[src/rtl/rocketcpu_bus_scheduler.sv]
`default_nettype none
// ============================================================================
// Module      : rocketcpu_bus_scheduler
// Description : Three-master Wishbone scheduler (ibus, dbus, DMA) sharing the
//               SoC memory bus. Round-robin arbitration with the grant locked
//               for a whole cycle, plus a watchdog that force-completes cycles
//               no slave acknowledges and records the faulting address.
// Revision    : 1.0 - initial release
// ============================================================================
module rocketcpu_bus_scheduler #(
  parameter int TIMEOUT = 64
) (
  input  logic        i_wb_clk,
  input  logic        i_rst_n,
  // master 0: CPU instruction bus (read-only)
  input  logic [31:0] i_ibus_adr,
  input  logic        i_ibus_cyc,
  output logic [31:0] o_ibus_rdt,
  output logic        o_ibus_ack,
  // master 1: CPU data bus
  input  logic [31:0] i_dbus_adr,
  input  logic [31:0] i_dbus_dat,
  input  logic [3:0]  i_dbus_sel,
  input  logic        i_dbus_we,
  input  logic        i_dbus_cyc,
  output logic [31:0] o_dbus_rdt,
  output logic        o_dbus_ack,
  // master 2: DMA
  input  logic [31:0] i_dma_adr,
  input  logic [31:0] i_dma_dat,
  input  logic [3:0]  i_dma_sel,
  input  logic        i_dma_we,
  input  logic        i_dma_cyc,
  output logic [31:0] o_dma_rdt,
  output logic        o_dma_ack,
  // slave side
  output logic [31:0] o_wb_adr,
  output logic [31:0] o_wb_dat,
  output logic [3:0]  o_wb_sel,
  output logic        o_wb_we,
  output logic        o_wb_cyc,
  input  logic [31:0] i_wb_rdt,
  input  logic        i_wb_ack,
  // watchdog reporting
  output logic        o_err,
  output logic [31:0] o_err_adr,
  output logic [1:0]  o_err_master,
  input  logic        i_err_clr
);

  localparam logic [0:0] c_IDLE     = 1'b0;
  localparam logic [0:0] c_BUSY     = 1'b1;
  localparam logic [7:0] c_TMO_LAST = 8'(TIMEOUT - 1);

  logic [0:0]  r_state;
  logic [0:0]  w_state_nxt;
  logic [1:0]  r_grant;
  logic [1:0]  r_last;
  logic [7:0]  r_cnt;
  logic        r_err;
  logic [31:0] r_err_adr;
  logic [1:0]  r_err_master;

  logic [2:0]  w_req;
  logic [1:0]  w_pick;
  logic        w_busy;
  logic        w_gnt_cyc;
  logic [31:0] w_gnt_adr;
  logic        w_timeout;
  logic        w_ack_any;

  assign w_req  = {i_dma_cyc, i_dbus_cyc, i_ibus_cyc};
  assign w_busy = (r_state == c_BUSY);

  // Round-robin pick: first requester searching from last+1 (mod 3)
  always_comb begin
    w_pick = 2'd0;
    case (r_last)
      2'd0: begin
        if (w_req[1])      w_pick = 2'd1;
        else if (w_req[2]) w_pick = 2'd2;
        else               w_pick = 2'd0;
      end
      2'd1: begin
        if (w_req[2])      w_pick = 2'd2;
        else if (w_req[0]) w_pick = 2'd0;
        else               w_pick = 2'd1;
      end
      default: begin
        if (w_req[0])      w_pick = 2'd0;
        else if (w_req[1]) w_pick = 2'd1;
        else               w_pick = 2'd2;
      end
    endcase
  end

  // Request and address of the currently granted master
  always_comb begin
    w_gnt_cyc = 1'b0;
    w_gnt_adr = 32'd0;
    case (r_grant)
      2'd0: begin
        w_gnt_cyc = i_ibus_cyc;
        w_gnt_adr = i_ibus_adr;
      end
      2'd1: begin
        w_gnt_cyc = i_dbus_cyc;
        w_gnt_adr = i_dbus_adr;
      end
      default: begin
        w_gnt_cyc = i_dma_cyc;
        w_gnt_adr = i_dma_adr;
      end
    endcase
  end

  // Watchdog fires only when the master still holds cyc; a real ack wins
  assign w_timeout = w_busy & w_gnt_cyc & ~i_wb_ack & (r_cnt == c_TMO_LAST);
  assign w_ack_any = w_busy & (i_wb_ack | w_timeout);

  // State register
  always_ff @(posedge i_wb_clk or negedge i_rst_n) begin
    if (!i_rst_n) r_state <= c_IDLE;
    else          r_state <= w_state_nxt;
  end

  // Next-state logic: leave BUSY on ack, abort or watchdog expiry
  always_comb begin
    w_state_nxt = r_state;
    case (r_state)
      c_IDLE: if (|w_req) w_state_nxt = c_BUSY;
      default: begin
        if (i_wb_ack || !w_gnt_cyc || w_timeout) w_state_nxt = c_IDLE;
      end
    endcase
  end

  // Outputs: slave-side mux follows the grant, responses steered back
  always_comb begin
    o_wb_adr   = 32'd0;
    o_wb_dat   = 32'd0;
    o_wb_sel   = 4'd0;
    o_wb_we    = 1'b0;
    o_wb_cyc   = 1'b0;
    o_ibus_ack = 1'b0;
    o_dbus_ack = 1'b0;
    o_dma_ack  = 1'b0;
    if (w_busy) begin
      o_wb_cyc = w_gnt_cyc & ~w_timeout;
      case (r_grant)
        2'd0: begin
          o_wb_adr   = i_ibus_adr;
          o_wb_sel   = 4'hF;
          o_ibus_ack = w_ack_any;
        end
        2'd1: begin
          o_wb_adr   = i_dbus_adr;
          o_wb_dat   = i_dbus_dat;
          o_wb_sel   = i_dbus_sel;
          o_wb_we    = i_dbus_we;
          o_dbus_ack = w_ack_any;
        end
        default: begin
          o_wb_adr  = i_dma_adr;
          o_wb_dat  = i_dma_dat;
          o_wb_sel  = i_dma_sel;
          o_wb_we   = i_dma_we;
          o_dma_ack = w_ack_any;
        end
      endcase
    end
  end

  // Read data is broadcast; a watchdog completion returns all-ones
  assign o_ibus_rdt = w_timeout ? 32'hFFFF_FFFF : i_wb_rdt;
  assign o_dbus_rdt = w_timeout ? 32'hFFFF_FFFF : i_wb_rdt;
  assign o_dma_rdt  = w_timeout ? 32'hFFFF_FFFF : i_wb_rdt;

  // Grant, round-robin pointer and watchdog counter
  always_ff @(posedge i_wb_clk or negedge i_rst_n) begin
    if (!i_rst_n) begin
      r_grant <= 2'd0;
      r_last  <= 2'd2;
      r_cnt   <= 8'd0;
    end else if (!w_busy) begin
      r_cnt <= 8'd0;
      if (|w_req) begin
        r_grant <= w_pick;
        r_last  <= w_pick;
      end
    end else if (!i_wb_ack) begin
      r_cnt <= r_cnt + 8'd1;
    end
  end

  // Sticky error flag and fault capture; a new timeout beats a clear
  always_ff @(posedge i_wb_clk or negedge i_rst_n) begin
    if (!i_rst_n) begin
      r_err        <= 1'b0;
      r_err_adr    <= 32'd0;
      r_err_master <= 2'd0;
    end else if (w_timeout) begin
      r_err        <= 1'b1;
      r_err_adr    <= w_gnt_adr;
      r_err_master <= r_grant;
    end else if (i_err_clr) begin
      r_err <= 1'b0;
    end
  end

  assign o_err        = r_err;
  assign o_err_adr    = r_err_adr;
  assign o_err_master = r_err_master;

endmodule
`default_nettype wire

[config.mk]
export PLATFORM = sky130hd
export DESIGN_NAME = rocketcpu_bus_scheduler
export DESIGN_NICKNAME = d
export VERILOG_FILES = /design/src/rtl/rocketcpu_bus_scheduler.sv
export SDC_FILE = /design/constraint.sdc
export NUM_CORES = 1
export LEC_CHECK = 0
export CORE_AREA = 5 5 156 158
export CTS_CLUSTER_DIAMETER = 50
export DETAILED_ROUTE_END_ITERATION = 8
export DIE_AREA = 0 0 161 163
export GPL_TIMING_DRIVEN = 1
export PLACE_DENSITY = 0.59
export SYNTH_ARGS = -nofsm -noshare
export SYNTH_HDL_FRONTEND = slang
export SYNTH_SLANG_ARGS = --single-unit
[constraint.sdc]
create_clock -name i_wb_clk -period 3.4 [get_ports i_wb_clk]
set_clock_uncertainty 0.2 [all_clocks]
set_input_delay 0.51 -clock i_wb_clk [delete_from_list [all_inputs] [get_ports i_wb_clk]]
set_output_delay 0.51 -clock i_wb_clk [all_outputs]
set_load 0.005 [all_outputs]
==> results of run 1 <==
## metrics by stage
step                      util (%)  setup WS [ns]
after floorplan                  -          0.861
after global placement        34.7          0.142
final                         35.4          0.160
after global routing          35.4         0.0324
after CTS                     35.4         0.0625
after detailed placement      34.7          0.142
## logic make-up after synthesis
logic type                 Yosys count
and+or+nand+nor                    129
xor gates and xnor gates             7
adders and majority gates            1
muxes                               69
buffers and inverters              106
DFF                                 47
AOI/OAI and AO/OA                   85
## worst paths after layout
kind | to | slack [ns] | cells past startpoint
min in group i_wb_clk | o_err | 0.28 | 1
hold reg to reg | o_err | 0.28 | 1
setup / recovery | o_ibus_rdt[22] | 0.16 | 7
setup reg to reg | o_err_adr[12] | 0.76 | 7
max in group asynchronous | o_err_adr[6] | 2.31 | 2
hold / removal | o_err_adr[11] | 0.05 | 1
## cell type report
class,count,area share (%)
Clock buffer,6,1.58
Clock inverter,2,0.169
Inverter,8,0.369
Multi-Input combinational cell,291,26.1
Sequential cell,47,14.5
Tap cell,290,4.46
Timing Repair Buffer,431,52.8
## worst max-delay path: stages
cell             delay [ns]
clkdlybuf4s50_1        0.44
mux2_2                 0.30
o211ai_2               0.24
nor3_4                 0.08
buf_12                 0.16
or2_2                  0.33
clkdlybuf4s50_1        0.46
## where the power goes
part           internal, mW  total [mW]  leakage, nW  switching (mW)
registers             0.602       0.688        0.644          0.0855
clock network         0.273       0.493       0.0708           0.220
logic                  1.48        2.56         2.66            1.08
## layout by cell type (no fill, tap or decap), types with 2 or more instances in the layout
cell             instances
or2_2                   30
buf_4                   17
o21a_1                   2
nand2_1                 33
nor2_1                   4
nand2b_1                 3
clkbuf_16                5
mux2_2                  35
nor2b_1                  4
dfrtp_2                  2
xor2_1                   2
inv_1                    8
buf_12                   3
and2_1                  40
and3_1                   2
nor3_1                   2
a21oi_1                  4
mux2i_1                 34
a22o_1                  33
or2_1                    2
nand3_1                  3
clkdlybuf4s50_1        410
o21ai_0                 39
dfrtp_1                 44
xnor2_1                  5
## state kept, by name, indices dropped and copies added, names as in the netlist
register	count
o_err_master	2
r_state	1
o_err	1
r_cnt	8
o_err_adr	32
r_last	1
r_grant	2
## layer usage
| layer | vias to the layer above | track usage, % |
|---|---|---|
| met2 | 190 | 25.2 |
| met5 | - | 0 |
| li1 | 2133 | - |
| met4 | 0 | 2.09 |
| met1 | 2012 | 16.0 |
| met3 | 10 | 2.78 |
## timing repair
action	CTS	global route
setup endpoints to repair	1	1
buffers inserted	0	1
resized for setup	1	2
==> reports/results.txt, run 1 <==
Outcome: complete, no violations
Via/cell ratio: 4.04
Tmin final: 3.24 ns
Post-synth EDFFs: 0
Actual slew at the worst max-slew pin: 0.721 ns
Nets: 994
Final std cells w/o fill: 1,075
Synthesized area per cell: 8.92 µm²
CP endpoint kind: output port
Setup crit start: i_dbus_cyc
Share of layout cells above drive strength 1: 13.0%
Sink Count: 47
Global-route wire length before repair: 27,100 µm
Worst hold slack: 0.0541 ns
Post-DP Area: 7980 µm²
Largest cells by area after synthesis: dfrtp_1, buf_4, mux2_2
Hold_buf cts: 0
Clock transition at path regs: 0.07 ns
Slew Limit Fails: 0
Clk Latency, worst-skew pair: 0.29 ns
Syn nets: 654
Tot GR Track Use: 13.4%
Site row count: 56
Top FF cell, synth: dfrtp_1
IO Port Bufs: 412
CTS Buf Count: 5
Xor-xnor portion of the synthesized cell area: 1.55%
CTS Root Cell: clkbuf_16
DR WL met2: 10,300 µm
Fraction of registers with async set/reset: 100%
Dpl cells: 1,066
# DRC: 0
Clock buffer depth: 2
Worst min path class: in -> async
Period utilization: 95.3%
# IOs: 413
Pwr Density: 459 nW/µm²
Largest family of logic cells by synthesized area: multiplexers
Largest net degree at the start of global routing: 60
Highest metal used: met4
Cell accounting for the most synthesized area: dfrtp_1
Setup TNS: 0 ns
Filler cell count: 2,365
DP HPWL: 16,200 µm
Adder-cell area share of the yosys netlist: 0.316%
Synth Area in Simple Gates: 18.5%
Starting density of the core: 17.2%
Syn-to-layout area delta: 106%
Seq/Total Area, Yosys: 29.7%
Final Hold Viols: 0
Yosys reg bits: 47
Core Region: 23,000 µm²
TritonCTS clock tree: done
M1 WL: 7430 µm
Grt total ovfl: 0
Netlist cell types: 41
H-tree levels: 2
WL final: 19,100 µm
Arrival @ worst endpoint: 2.53 ns
Fmax: 309 MHz
Setup violations, final: 0
DIE WIDTH: 161 µm
Initial antenna violation count: 0
Register area: 1180 µm²
Critical Path Start Type: primary input
Post-synthesis mux area share: 18.5%
Critical-path maximum fanout: 31
List of most frequent post-synthesis cells: buf_4, dfrtp_1, and2_1
Die Height: 163 µm
R2r startpoint: r_cnt[0]
Wire length on met3: 1330 µm
GPL Wtd Cong: 0.788
Drt first pass iters: 4
DRT iter0 DRCs: 172
RSZ-0062 raised after global routing: no
Multi-input logic area: 2130 µm²
VDD IR-drop max: 0.000240 V
Synth warn: 0
Leakage: 3.38 nW
Synth top area share: 29.1%
Vias in the first global route: 4,139
Slew margin rel.: 51.9%
CP required: 2.69 ns
Finished Cell Area: 8140 µm²
Final antenna diode count: 0
Routed len/inst: 17.8 µm
Final Power: 3.74 mW
Vias: 4,345
Most common cell in the netlist: buf_4
Die area: 26,200 µm²
Critical path class: in -> out
Max cap viols: 0
Mapped Cells: 444
Post-synthesis compound-gate area fraction: 14.6%
Synth Cell Area: 3960 µm²
Antenna Nets Post-Route: 0
Power figures use the tool's default switching activity.
==> run 2, diff against run 1 <==
--- a/config.mk
+++ b/config.mk
@@ -5,11 +5,11 @@
 export SDC_FILE = /design/constraint.sdc
 export NUM_CORES = 1
 export LEC_CHECK = 0
+export CAP_MARGIN = 20
 export CORE_AREA = 5 5 156 158
 export CTS_CLUSTER_DIAMETER = 50
 export DETAILED_ROUTE_END_ITERATION = 8
 export DIE_AREA = 0 0 161 163
-export GPL_TIMING_DRIVEN = 1
 export PLACE_DENSITY = 0.59
 export SYNTH_ARGS = -nofsm -noshare
 export SYNTH_HDL_FRONTEND = slang
==> constraint.sdc (replaced) <==
create_clock -name i_wb_clk -period 3.9 [get_ports i_wb_clk]
set_clock_uncertainty 0.2 [all_clocks]
set_input_delay 0.585 -clock i_wb_clk [delete_from_list [all_inputs] [get_ports i_wb_clk]]
set_output_delay 0.585 -clock i_wb_clk [all_outputs]
set_load 0.005 [all_outputs]
==> run 2 against run 1 <==
Net effect:
- critical path depth stayed put
- die area unchanged
- clock power increased by 7.1%
- global-route usage rose by 0.050 points
- clock-buffer cell count is the same
- highest routed layer unchanged
==> reports/results.txt, run 2 (synthesis gave the netlist of run 1 again) <==
VDD IR-drop max: 0.000247 V (+2.9%)
CP required: 3.12 ns (+0.43 ns)
CTS Root Cell: clkbuf_16
Period utilization: 88.7%
Pwr Density: 412 nW/µm² (-10%)
Most frequent CP cell: clkdlybuf4s50_1
Sink Count: 47 (unchanged)
Slew margin rel.: 66.4% (+14 points)
Register area: 1180 µm² (unchanged)
Die area: 26,200 µm² (unchanged)
Setup TNS: 0 ns (unchanged)
Clock transition at path regs: 0.07 ns (about the same)
Setup Buffers After CTS: 0 (unchanged)
Antenna Nets Post-Route: 0 (unchanged)
Final Power: 3.34 mW (-11%)
Clock buffer depth: 2 (unchanged)
Buf/Inv on CP: 3 (unchanged)
Actual slew at the worst max-slew pin: 0.499 ns (-0.222 ns)
Outcome: complete, no violations
Critical path's top delay family: buffers and inverters
Nets: 986 (-0.80%)
Hold_buf cts: 0 (unchanged)
Worst min path class: in -> async
Crit-path cells: clkdlybuf4s50_1, mux2_2, o211ai_2, nor3_4, buf_12, or2_2, clkdlybuf4s50_1
Most common cell after layout, fill and taps aside: clkdlybuf4s50_1
Largest net degree at the start of global routing: 62 (+3.3%)
Tmin final: 3.46 ns
Worst hold slack: 0.0419 ns (-0.0122 ns)
DP Worst Slack: 0.434 ns (+0.292 ns)
IO Port Bufs: 412 (unchanged)
Fmax: 289 MHz
Starting density of the core: 17.2% (unchanged)
Final setup margin: 0.442 ns (+0.283 ns)
Final antenna diode count: 0 (unchanged)
Clk Latency, worst-skew pair: 0.30 ns (about the same)
WL final: 19,200 µm (+0.34%)
Max reg flops: 32 (unchanged)
Leakage: 3.36 nW (-0.63%)
Global-route wire length before repair: 27,100 µm (about the same)
# IOs: 413 (unchanged)
Slew Limit Fails: 0 (unchanged)
Share of layout cells above drive strength 1: 11.8% (-1.2 points)
Via/cell ratio: 4.04 (-0.13%)
Tot GR Track Use: 13.5% (+0.050 points)
Syn-to-layout area delta: 105%
Routed len/inst: 18.0 µm (+1.1%)
Critical path class: in -> out
TritonCTS clock tree: done
Critical-path maximum fanout: 36 (+16%)
H-tree levels: 2 (unchanged)
Critical Path Start Type: primary input
Arrival @ worst endpoint: 2.67 ns (+0.14 ns)
Slowest cell on the critical path: clkdlybuf4s50_1
DP HPWL: 16,000 µm (-1.3%)
Site row count: 56 (unchanged)
Setup violations, final: 0 (unchanged)
Vias: 4,307 (-0.87%)
RSZ-0062 raised after global routing: no
Grt total ovfl: 0 (unchanged)
Initial antenna violation count: 0 (unchanged)
DIE WIDTH: 161 µm (unchanged)
Filler cell count: 2,360 (-0.21%)
Die Height: 163 µm (unchanged)
Drt first pass iters: 4 (unchanged)
Max stage delay on crit path: 0.47 ns (about the same)
Final Hold Viols: 0 (unchanged)
Multi-input logic area: 2120 µm² (-0.41%)
Max cap viols: 0 (unchanged)
Core Region: 23,000 µm² (unchanged)
Resize count post-CTS: 0 (-1)
DRT iter0 DRCs: 216 (+26%)
Commonest cells after routing, fill and taps aside: clkdlybuf4s50_1, dfrtp_1, and2_1
CP endpoint kind: output port
GPL Wtd Cong: 0.810 (+2.8%)
Vias in the first global route: 4,257 (+2.9%)
CTS Buf Count: 5 (unchanged)
# DRC: 0 (unchanged)
==> run 2: cell types whose count changed in the layout (fill, tap and decap cells not counted), sizes merged <==
| cell | previous run | this run |
|---|---|---|
| buf | 21 | 12 |
| clkinv | 2 | 0 |
| bufinv | 0 | 1 |
| clkdlybuf4s50 | 410 | 411 |
| inv | 8 | 9 |
==> run 2: path summary, 6_finish.rpt <==
kind                                  from            end  slack, ns  cells past startpoint
worst max-delay path            i_dbus_cyc  o_dma_rdt[22]       0.44                      7
min in group i_wb_clk                o_err          o_err       0.28                      1
worst max register to register    r_cnt[0]   o_err_adr[8]       1.26                      7
worst min register to register       o_err          o_err       0.28                      1
worst min-delay path               i_rst_n  o_err_adr[14]       0.04                      1
max in group asynchronous          i_rst_n      r_last[1]       2.64                      2
==> run 2: layer usage <==
metal	part of all wire, %	GRT usage [%]
met2	53	24.8
met1	40	16.0
met3	5.4	2.46
met5	0	0
met4	1.4	3.68
==> run 2: layout make-up <==
cell class                      instances  share of cell area [%]
Multi-Input combinational cell        291                    26.1
Inverter                                8                   0.370
Clock buffer                            6                    1.71
Tap cell                              290                    4.47
Sequential cell                        47                    14.5
Timing Repair Buffer                  423                    52.4
Clock inverter                          2                   0.478
==> run 2: through the flow <==
stage | instances | instance area, µm² | utilization (%)
5_1_grt | 1067 | 8120 | 35.3
2_1_floorplan | 444 | 3960 | -
3_3_place_gp | 1059 | 7940 | 34.6
6_report | 1067 | 8120 | 35.3
4_1_cts | 1067 | 8120 | 35.3
3_5_place_dp | 1059 | 7940 | 34.6
==> run 2: report_power, final <==
group | switching, mW | internal (mW) | total, mW
Clock | 0.206 | 0.323 | 0.528
Sequential | 0.0752 | 0.525 | 0.600
Combinational | 0.932 | 1.28 | 2.21
Total | 1.21 | 2.13 | 3.34
==> RTL change, RTL diff (flow settings as in run 2) <==
Change the parameter `TIMEOUT` from 64 to 32.
--- a/src/rtl/rocketcpu_bus_scheduler.sv
+++ b/src/rtl/rocketcpu_bus_scheduler.sv
@@ -9,5 +9,5 @@
 // ============================================================================
 module rocketcpu_bus_scheduler #(
-  parameter int TIMEOUT = 64
+  parameter int TIMEOUT = 32
 ) (
   input  logic        i_wb_clk,
Formal check against the unedited RTL: same outputs for any inputs over 10 cycles, from zero or initial values and one cycle with i_rst_n low; that may be too few to reach the edited logic, so the function may still have changed.
==> RTL change against run 2 <==
Critical path depth is the same. Routed wire length is 5.8% higher. Sequential cell count is the same. Final area decreased by 0.20%. Maximum frequency fell by 5.8%. Sequential share of layout area about the same. Total power increased by 0.37%. Sequential power increased by 2%. Area after synthesis grew 0.22%. Non-clock buffer count shrank 1. Setup slack worse by 0.21 ns. Via count grew 2.9%. Critical path type unchanged. Critical endpoint is now o_ibus_rdt[15]. Largest cell class unchanged.
==> RTL change: results <==
# TYPE chip_impl_metric gauge
chip_impl_metric{name="multiplexer_share_of_the_synthesized_area",unit=""} 0.185
chip_impl_info{name="ys_top_cells_by_count",value="buf_4, dfrtp_1, o21ai_0, and2_1, mux2_2"} 1
chip_impl_metric{name="grt_pass1_vias",unit=""} 4532
chip_impl_metric{name="detailed_route_iter0_violations",unit=""} 167
chip_impl_metric{name="power_density",unit="nW/µm²"} 414
chip_impl_metric{name="final_layout_size_suffix_gt1_frac",unit=""} 0.117
chip_impl_metric{name="arrival",unit="ns"} 2.89
chip_impl_metric{name="worst_ir_drop_vdd",unit="mV"} 0.212
chip_impl_metric{name="tightestPinTransition",unit="ns"} 0.803
chip_impl_metric{name="post_place_worst_slack",unit="ns"} 0.179
chip_impl_metric{name="dr_vias_cell",unit=""} 4.15
chip_impl_info{name="startpoint_of_the_worst_setup_timing_path",value="i_ibus_cyc"} 1
chip_impl_metric{name="power.share.sequential",unit=""} 0.182
chip_impl_metric{name="path_max_fanout",unit=""} 45
chip_impl_metric{name="post_synth_xor_area_fraction",unit=""} 0.0110
chip_impl_metric{name="post_synth.cell_area_avg",unit="µm²"} 8.92
chip_impl_metric{name="filler_cell_count",unit=""} 2387
chip_impl_metric{name="synth_compound_area_frac",unit=""} 0.152
chip_impl_metric{name="placement.cell_area",unit="µm²"} 7930
chip_impl_metric{name="synth_fp_nets",unit=""} 655
chip_impl_metric{name="static-leakage-power",unit="nW"} 3.32
chip_impl_metric{name="overall_fraction_of_global_route_tracks_in_use",unit=""} 0.143
chip_impl_metric{name="yosysSeqAreaShare",unit=""} 0.297
chip_impl_metric{name="routedWlPerCell",unit="µm"} 19.0
chip_impl_metric{name="yosys.cell_types.count",unit=""} 44
chip_impl_info{name="outcome",value="finished, final reports clean"} 1
chip_impl_metric{name="cell_internal_pwr",unit="mW"} 2.10
-- RTL change: cell count changes after synthesis, sizes merged, moves of 2 or more --
cell    change
a21boi      +2
and2        -2
nand3       -2
o21ai       +2
or3         +2
-- RTL change: area by class of cell --
cell class                      instances  area (µm²)  area share
Tap cell                              290         363      0.0448
Timing Repair Buffer                  422        4230       0.522
Sequential cell                        47        1180       0.146
Inverter                                8        30.0     0.00371
Multi-Input combinational cell        292        2130       0.262
Clock inverter                          3        47.5     0.00587
Clock buffer                            5         125      0.0154
-- RTL change: per-layer routing --
| layer | vias up | track usage | routed length [µm] |
|---|---|---|---|
| met4 | 0 | 0.0264 | 196 |
| met1 | 2032 | 0.143 | 7030 |
| met5 | - | 0 | 0 |
| met2 | 256 | 0.291 | 11300 |
| li1 | 2134 | - | - |
| met3 | 11 | 0.0425 | 1760 |
-- RTL change: logic make-up (layout without fill, tap and decap cells) --
group | count (synthesis) | count (layout)
adder cells (fa/ha/maj) | 1 | 1
buffers and inverters | 106 | 438
flip-flops | 47 | 47
AND/OR/NAND/NOR | 128 | 128
AO/OA/AOI/OAI | 89 | 89
XOR/XNOR | 5 | 5
multiplexers | 69 | 69
-- RTL change: worst max path at each step --
stage	endpoint	slack (ns)	cells past startpoint
after floorplan	o_dma_rdt[22]	1.24	7
after global placement	o_ibus_rdt[15]	0.20	7
after detailed placement	o_ibus_rdt[15]	0.18	7
after CTS	o_ibus_rdt[15]	0.17	7
after global routing	o_ibus_rdt[15]	0.14	7
final	o_ibus_rdt[15]	0.23	7
-- RTL change: worst max-delay path, cell delays in order --
cell and delay, ns:
clkdlybuf4s50_1 0.52, mux2_2 0.33, o211ai_2 0.28, nor3_4 0.09, buf_12 0.19, or2_2 0.33, clkdlybuf4s50_1 0.53
